## src/rtl/imm_ext_pkg.sv

```systemverilog
// -----------------------------------------------------------------------------
// imm_ext_pkg
// Shared definitions for the immediate-extension stage.
//   SEL_I .. SEL_RAW : 3-bit encodings of the immediate format select (in_sel)
//   imm_sel_t        : convenience type for a format select value
// -----------------------------------------------------------------------------
package imm_ext_pkg;

    typedef logic [2:0] imm_sel_t;

    localparam imm_sel_t SEL_I   = 3'b000; // I-type  inst[31:20]
    localparam imm_sel_t SEL_S   = 3'b001; // S-type  inst[31:25],inst[11:7]
    localparam imm_sel_t SEL_B   = 3'b010; // B-type  branch offset
    localparam imm_sel_t SEL_U   = 3'b011; // U-type  inst[31:12] << 12
    localparam imm_sel_t SEL_J   = 3'b100; // J-type  jump offset
    localparam imm_sel_t SEL_Z   = 3'b101; // CSR zimm inst[19:15]
    localparam imm_sel_t SEL_SH  = 3'b110; // shift amount
    localparam imm_sel_t SEL_RAW = 3'b111; // inst[31:7] unmodified

endpackage

```

## src/rtl/imm_ext_fmt.sv

```systemverilog
// -----------------------------------------------------------------------------
// imm_ext_fmt
// Purely combinational immediate decoder.
// Parameters:
//   XLEN : result width, 32 or 64
// Ports:
//   inst : 32-bit instruction word (bits [6:0] do not contribute)
//   sel  : format select, encodings from imm_ext_pkg
//   imm  : extended immediate, XLEN bits
// -----------------------------------------------------------------------------
module imm_ext_fmt
    import imm_ext_pkg::*;
#(
    parameter int XLEN = 32
) (
    input  logic [31:0]     inst,
    input  logic [2:0]      sel,
    output logic [XLEN-1:0] imm
);

    // Every format is built at 64 bits and then truncated, so the
    // sign-extension replications never collapse to zero width when XLEN=32.
    logic [63:0] imm64;
    logic        sign;

    assign sign = inst[31];

    always_comb begin
        imm64 = '0;
        case (sel)
            SEL_I:   imm64 = {{52{sign}}, inst[31:20]};
            SEL_S:   imm64 = {{52{sign}}, inst[31:25], inst[11:7]};
            SEL_B:   imm64 = {{51{sign}}, inst[31], inst[7], inst[30:25],
                              inst[11:8], 1'b0};
            SEL_U:   imm64 = {{32{sign}}, inst[31:12], 12'b0};
            SEL_J:   imm64 = {{43{sign}}, inst[31], inst[19:12], inst[20],
                              inst[30:21], 1'b0};
            SEL_Z:   imm64 = {59'b0, inst[19:15]};
            // RV32 shift amounts are 5 bits; bit 25 is not part of the value.
            SEL_SH:  imm64 = (XLEN == 64) ? {58'b0, inst[25:20]}
                                          : {59'b0, inst[24:20]};
            SEL_RAW: imm64 = {39'b0, inst[31:7]};
            default: imm64 = '0;
        endcase
    end

    // The opcode field never feeds any format.
    logic unused_opcode;
    assign unused_opcode = ^inst[6:0];

    if (XLEN == 64) begin : g_x64
        assign imm = imm64;
    end else begin : g_x32
        logic unused_upper;
        assign unused_upper = ^imm64[63:32];
        assign imm = imm64[31:0];
    end

endmodule

```

## src/rtl/imm_ext_stage.sv

```systemverilog
// -----------------------------------------------------------------------------
// imm_ext_stage
// Pipeline stage that decodes an instruction's immediate on entry and holds
// the result in a two-entry buffer (output register + skid register).
// Build option: define IMM_EXT_ERR_EN to add the sticky `err` output, which
// flags an RV32 shift amount whose bit 25 is set.
// Parameters:
//   XLEN  : datapath width (32 or 64)
//   TAG_W : width of the opaque sideband tag
// Ports:
//   clk, rst (sync, active-high), flush (sync discard of buffered entries)
//   in_valid/in_ready, in_inst, in_sel, in_tag     : upstream side
//   out_valid/out_ready, out_imm, out_sel, out_tag : downstream side
//   err (only with IMM_EXT_ERR_EN)                 : sticky RV32 shamt error
//
// Handshake: a transfer happens on a rising edge where valid && ready. A
// producer holding valid keeps its payload stable until the transfer; this
// stage holds out_* stable while out_valid && !out_ready. in_ready depends
// only on registered state (and the reset input), never on in_valid or
// out_ready, so a full stage refuses input even in a cycle it drains.
// -----------------------------------------------------------------------------
module imm_ext_stage
    import imm_ext_pkg::*;
#(
    parameter int XLEN  = 32,
    parameter int TAG_W = 4
) (
    input  logic             clk,
    input  logic             rst,
    input  logic             flush,
    input  logic             in_valid,
    output logic             in_ready,
    input  logic [31:0]      in_inst,
    input  logic [2:0]       in_sel,
    input  logic [TAG_W-1:0] in_tag,
    output logic             out_valid,
    input  logic             out_ready,
    output logic [XLEN-1:0]  out_imm,
    output logic [2:0]       out_sel,
    output logic [TAG_W-1:0] out_tag
`ifdef IMM_EXT_ERR_EN
    ,
    output logic             err
`endif
);

    logic [XLEN-1:0]  dec_imm;

    logic             head_valid;
    logic [XLEN-1:0]  head_imm;
    logic [2:0]       head_sel;
    logic [TAG_W-1:0] head_tag;

    logic             skid_valid;
    logic [XLEN-1:0]  skid_imm;
    logic [2:0]       skid_sel;
    logic [TAG_W-1:0] skid_tag;

    logic             push;
    logic             pop;

    imm_ext_fmt #(
        .XLEN (XLEN)
    ) u_fmt (
        .inst (in_inst),
        .sel  (in_sel),
        .imm  (dec_imm)
    );

    // The skid entry is only ever occupied behind a valid head, so the
    // stage is full exactly when the skid entry is valid.
    assign in_ready  = !rst && !skid_valid;
    assign push      = in_valid && in_ready && !flush;
    assign pop       = head_valid && out_ready;

    assign out_valid = head_valid;
    assign out_imm   = head_imm;
    assign out_sel   = head_sel;
    assign out_tag   = head_tag;

    always_ff @(posedge clk) begin
        if (rst) begin
            head_valid <= 1'b0;
            head_imm   <= '0;
            head_sel   <= '0;
            head_tag   <= '0;
            skid_valid <= 1'b0;
            skid_imm   <= '0;
            skid_sel   <= '0;
            skid_tag   <= '0;
        end else if (flush) begin
            head_valid <= 1'b0;
            skid_valid <= 1'b0;
        end else if (pop) begin
            if (skid_valid) begin
                // Promote the older buffered entry; push is impossible here.
                head_imm   <= skid_imm;
                head_sel   <= skid_sel;
                head_tag   <= skid_tag;
                skid_valid <= 1'b0;
            end else if (push) begin
                head_imm   <= dec_imm;
                head_sel   <= in_sel;
                head_tag   <= in_tag;
            end else begin
                head_valid <= 1'b0;
            end
        end else if (push) begin
            if (!head_valid) begin
                head_valid <= 1'b1;
                head_imm   <= dec_imm;
                head_sel   <= in_sel;
                head_tag   <= in_tag;
            end else begin
                skid_valid <= 1'b1;
                skid_imm   <= dec_imm;
                skid_sel   <= in_sel;
                skid_tag   <= in_tag;
            end
        end
    end

`ifdef IMM_EXT_ERR_EN
    localparam bit IS_RV32 = (XLEN == 32);

    // Sticky until reset; flush does not clear it, and an entry dropped by
    // flush was never accepted so it cannot set it.
    always_ff @(posedge clk) begin
        if (rst) begin
            err <= 1'b0;
        end else if (IS_RV32 && push && (in_sel == SEL_SH) && in_inst[25]) begin
            err <= 1'b1;
        end
    end
`endif

endmodule

```

## config.mk

```make
export PLATFORM = sky130hd
export DESIGN_NAME = imm_ext_stage
export DESIGN_NICKNAME = d
export VERILOG_FILES = /design/src/rtl/imm_ext_pkg.sv /design/src/rtl/imm_ext_fmt.sv /design/src/rtl/imm_ext_stage.sv
export SDC_FILE = /design/constraint.sdc
export NUM_CORES = 1
export LEC_CHECK = 0
export CAP_MARGIN = 20
export CORE_ASPECT_RATIO = 1.2
export CORE_MARGIN = 2
export CORE_UTILIZATION = 30
export CTS_CLUSTER_SIZE = 12
export DETAILED_ROUTE_END_ITERATION = 12
export PLACE_DENSITY = 0.64
export SLEW_MARGIN = 40
export SYNTH_ARGS = -nofsm -noshare
export SYNTH_HDL_FRONTEND = slang
export SYNTH_SLANG_ARGS = --single-unit
```

## constraint.sdc

```tcl
create_clock -name clk -period 2.6 [get_ports clk]
set_input_delay 0.52 -clock clk [delete_from_list [all_inputs] [get_ports clk]]
set_output_delay 0.52 -clock clk [all_outputs]
set_load 0.02 [all_outputs]
```

==> results.yml <==
setup_path:
  crit_path_frequent_cell: "buf_4"
  crit_arrival_ps: 2330
  required_ps: 2830
  slowest_stage: "clkdlybuf4s50_1"
  critPathTopFamily: "buffers and inverters"
  startpoint_type: "input pin"
  setup.worst_path.class: "input pin to flop"
  crit_chain: "clkdlybuf4s50_1 > buf_4 > buf_4 > mux2i_1 > o22ai_1 > nor2_1 > o41ai_1"
  max_stage_delay_ps: 630
  critPathMaxFanout: 15
  cp.buffers_inverters: 3
  end_kind: "flop"
cts:
  clockBufferDepth: 2
  htree_levels: 3
  cts_setup_buffers: 0
  ctsHoldBuffers: 0
  worstSkewPairLatency_ps: 340
  cts.clk_slew.worst_paths_ps: 60
  cts_sinks: 80
  cts_resized: 0
  cts_root_buffer: "clkbuf_16"
  cts_buffers: 9
  cts_tree: "done"
pwr:
  irDropWorstVdd_mv: 0.2504
  p_leak_nw: 1.863
  p_sw_mw: 0.7873
  powerDensity_nw_per_um2: 573.7
  p_clk_share_pct: 43.8
  pwr-share-seq_pct: 41.8
  pwr-share-comb_pct: 14.3
  swShare_pct: 25.89
  internal-power_mw: 2.253
timing:
  fin_skew_ps: 3.585
  setup_viol: 0
  rsz0062_at_grt: "false"
  period_needed_ps: 2099
  hold_viol: 0
  timing.final.crit_share_pct: 80.74
  slew_violations: 0
  worst_pin_slew_ps: 510.1
  finalSetupTns_ps: 0
  timing.fmax_mhz: 476.4
  slew_headroom_pct: 65.11
place:
  post_dp_cell_area_um2: 4984
  port_buffers: 77
  hpwl_um: 8162
  place_congestion: 0.8546
synth:
  seq_area_frac_synth_pct: 39.54
  synth.top_cell.area_share_pct: 39.54
  synth.area.top_cells: "dfxtp_1 (40%), nor2_1 (7.2%), nand2_1 (5.0%)"
  synth_nets: 550
  syn_area_per_cell_um2: 8.004
  ys_types: 44
  netlist_instances: 506
  yosys_register_bits: 80
  ys_warn_count: 0
  netlist_area_um2: 4050
  yosysTopAreaCell: "dfxtp_1"
finish:
  antenna_cells: 0
  area_delta_synth_final_pct: 30.86
  post-route-cell-area_um2: 5300
  nFillCells: 1320
  nNetsFinal: 606
  drive_gt1_share_pct: 8.113
grt:
  grt_pass1_vias: 3630
  grtUsageMet2_pct: 27.10
  grt_first_pass_wirelength_um: 18710
  grt-busiest-layer: "met2"
  grt_use_met1_pct: 21.38
  grt_max_degree: 51
  grtUsageMet3_pct: 4.117
  grt_usage_pct: 16.58
  grt_overflow: 0
  antenna_found_initial: 0
route:
  vias: 3990
  drc_errors: 0
  first_iter_violations: 393
  wl_per_cell_um: 16.29
  dr.pass1.iters: 5
  wl_um: 11970
  routed_via_density: 5.429
  ant_nets: 0
floorplan:
  die-area_um2: 14450
  initial_core_util_pct: 30.73
  core_area_um2: 13180
  io_pins: 85
  placementRows: 46
  die_w_um: 110.1
  die_y_um: 131.3
hold_path:
  hold_class: "input pin to flop"
flow_run:
  drv.max_cap_violation_count: 0
status:
  status: "finished clean"
[area by class of cell]
cell class	count	area [um^2]	area share, %
clock buffer	11	252.7	4.769
clock inverter	5	63.81	1.204
inverter	9	33.78	0.6374
multi-input combinational	367	2162	40.79
sequential	80	1602	30.22
tap	168	210.2	3.966
timing repair buffer	95	975.9	18.41
[worst paths after layout]
path / cells past startpoint / startpoint / endpoint / slack [ps]
worst min-delay path: 2 / rst / out_valid$_SDFFE_PP0P_ / 430
worst min register to register: 2 / skid_sel[2]$_SDFFE_PP0P_ / skid_sel[2]$_SDFFE_PP0P_ / 460
worst max-delay path: 7 / in_sel[0] / out_imm[0]$_SDFFE_PP0P_ / 500
worst max register to register: 5 / skid_valid$_SDFFE_PP0P_ / out_imm[16]$_SDFFE_PP0P_ / 790
[power by group through the flow]
stage               Clock, mW  Combinational, mW  Sequential (mW)
CTS                      1.36              0.437             1.27
global placement            0              0.429             1.30
detailed placement          0              0.435             1.30
global route             1.43              0.470             1.28
finish                   1.33              0.436             1.27
floorplan                   0              0.220             1.33
[per-layer routing]
layer  vias to the layer above  wire (um)  share of wire [%]
met1                      1902       5121                 43
li1                       1939          -                  -
met3                        16        769                6.4
met5                         -          0                  0
met4                         0        182                1.5
met2                       133       5901                 49
[metrics by stage]
| step | hold WS [ps] | std cells | util, % | power, mW | setup WS (ps) |
|---|---|---|---|---|---|
| 6_report | 431.0 | 735 | 40.21 | 3.041 | 500.7 |
| 5_1_grt | 435.1 | 735 | 40.21 | 3.174 | 354.6 |
| 4_1_cts | 420.1 | 735 | 40.21 | 3.068 | 526.2 |
| 3_5_place_dp | 446.7 | 719 | 37.81 | 1.735 | 175.7 |
| 3_3_place_gp | 441.8 | 719 | 37.81 | 1.728 | 248.2 |
| 2_1_floorplan | 436.6 | 506 | - | 1.548 | 697.0 |
[placed cells by master, fill, tap and decap left out, types with 8 or more instances in the layout]
cell type         n
o41ai_1          15
nand3_1          30
a211oi_1         18
buf_4            12
nor3_1           12
nand3b_1         20
a21oi_1          38
inv_1             8
nand2_1          54
a211o_1           8
nor2_1           78
clkdlybuf4s50_1  76
o21ai_0          17
clkbuf_16         9
dfxtp_1          80
a311oi_1         14
[flip-flops by register name, indices dropped and copies added (netlist names)]
signal      count
skid_imm       32
out_valid       1
skid_tag        4
skid_valid      1
out_imm        32
out_tag         4
out_sel         3
skid_sel        3
[cells by family (layout without fill, tap and decap cells)]
kind of cell	Yosys count	in the layout	share of synthesized area, %
adder cells (fa/ha/maj)	1	1	0.2780
AND/OR/NAND/NOR	223	223	26.17
multiplexers	8	8	2.379
buffers and inverters	59	120	7.569
flip-flops	80	80	39.54
XOR/XNOR	2	2	0.4326
AO/OA/AOI/OAI	133	133	23.63
[worst register-to-register path, stage by stage (launching register included)]
cell and delay (ps):
dfxtp_1 520, nor2_1 160, o221ai_4 460, buf_12 260, a21oi_1 80, a211oi_1 250
[synth_stat cells (all sizes together)]
cell     count
nand4        6
nand3       30
o211ai       5
o22ai        1
o41ai       16
nor4         2
clkbuf      21
nor3        12
a311o        6
nand3b      20
dfxtp       80
o221ai       1
a311oi      14
a21boi       1
nand2       54
or4          1
nor2b        4
o221a        1
a221o        3
a211oi      18
mux4         1
xor2         1
maj3         1
mux2i        7
a211o        8
o21ai       17
and3         1
nor2        78
a2111oi      4
a21oi       38
xnor2        1
inv          9
nand2b       8
buf         29
and2         7
Power figures use the tool's default switching activity.
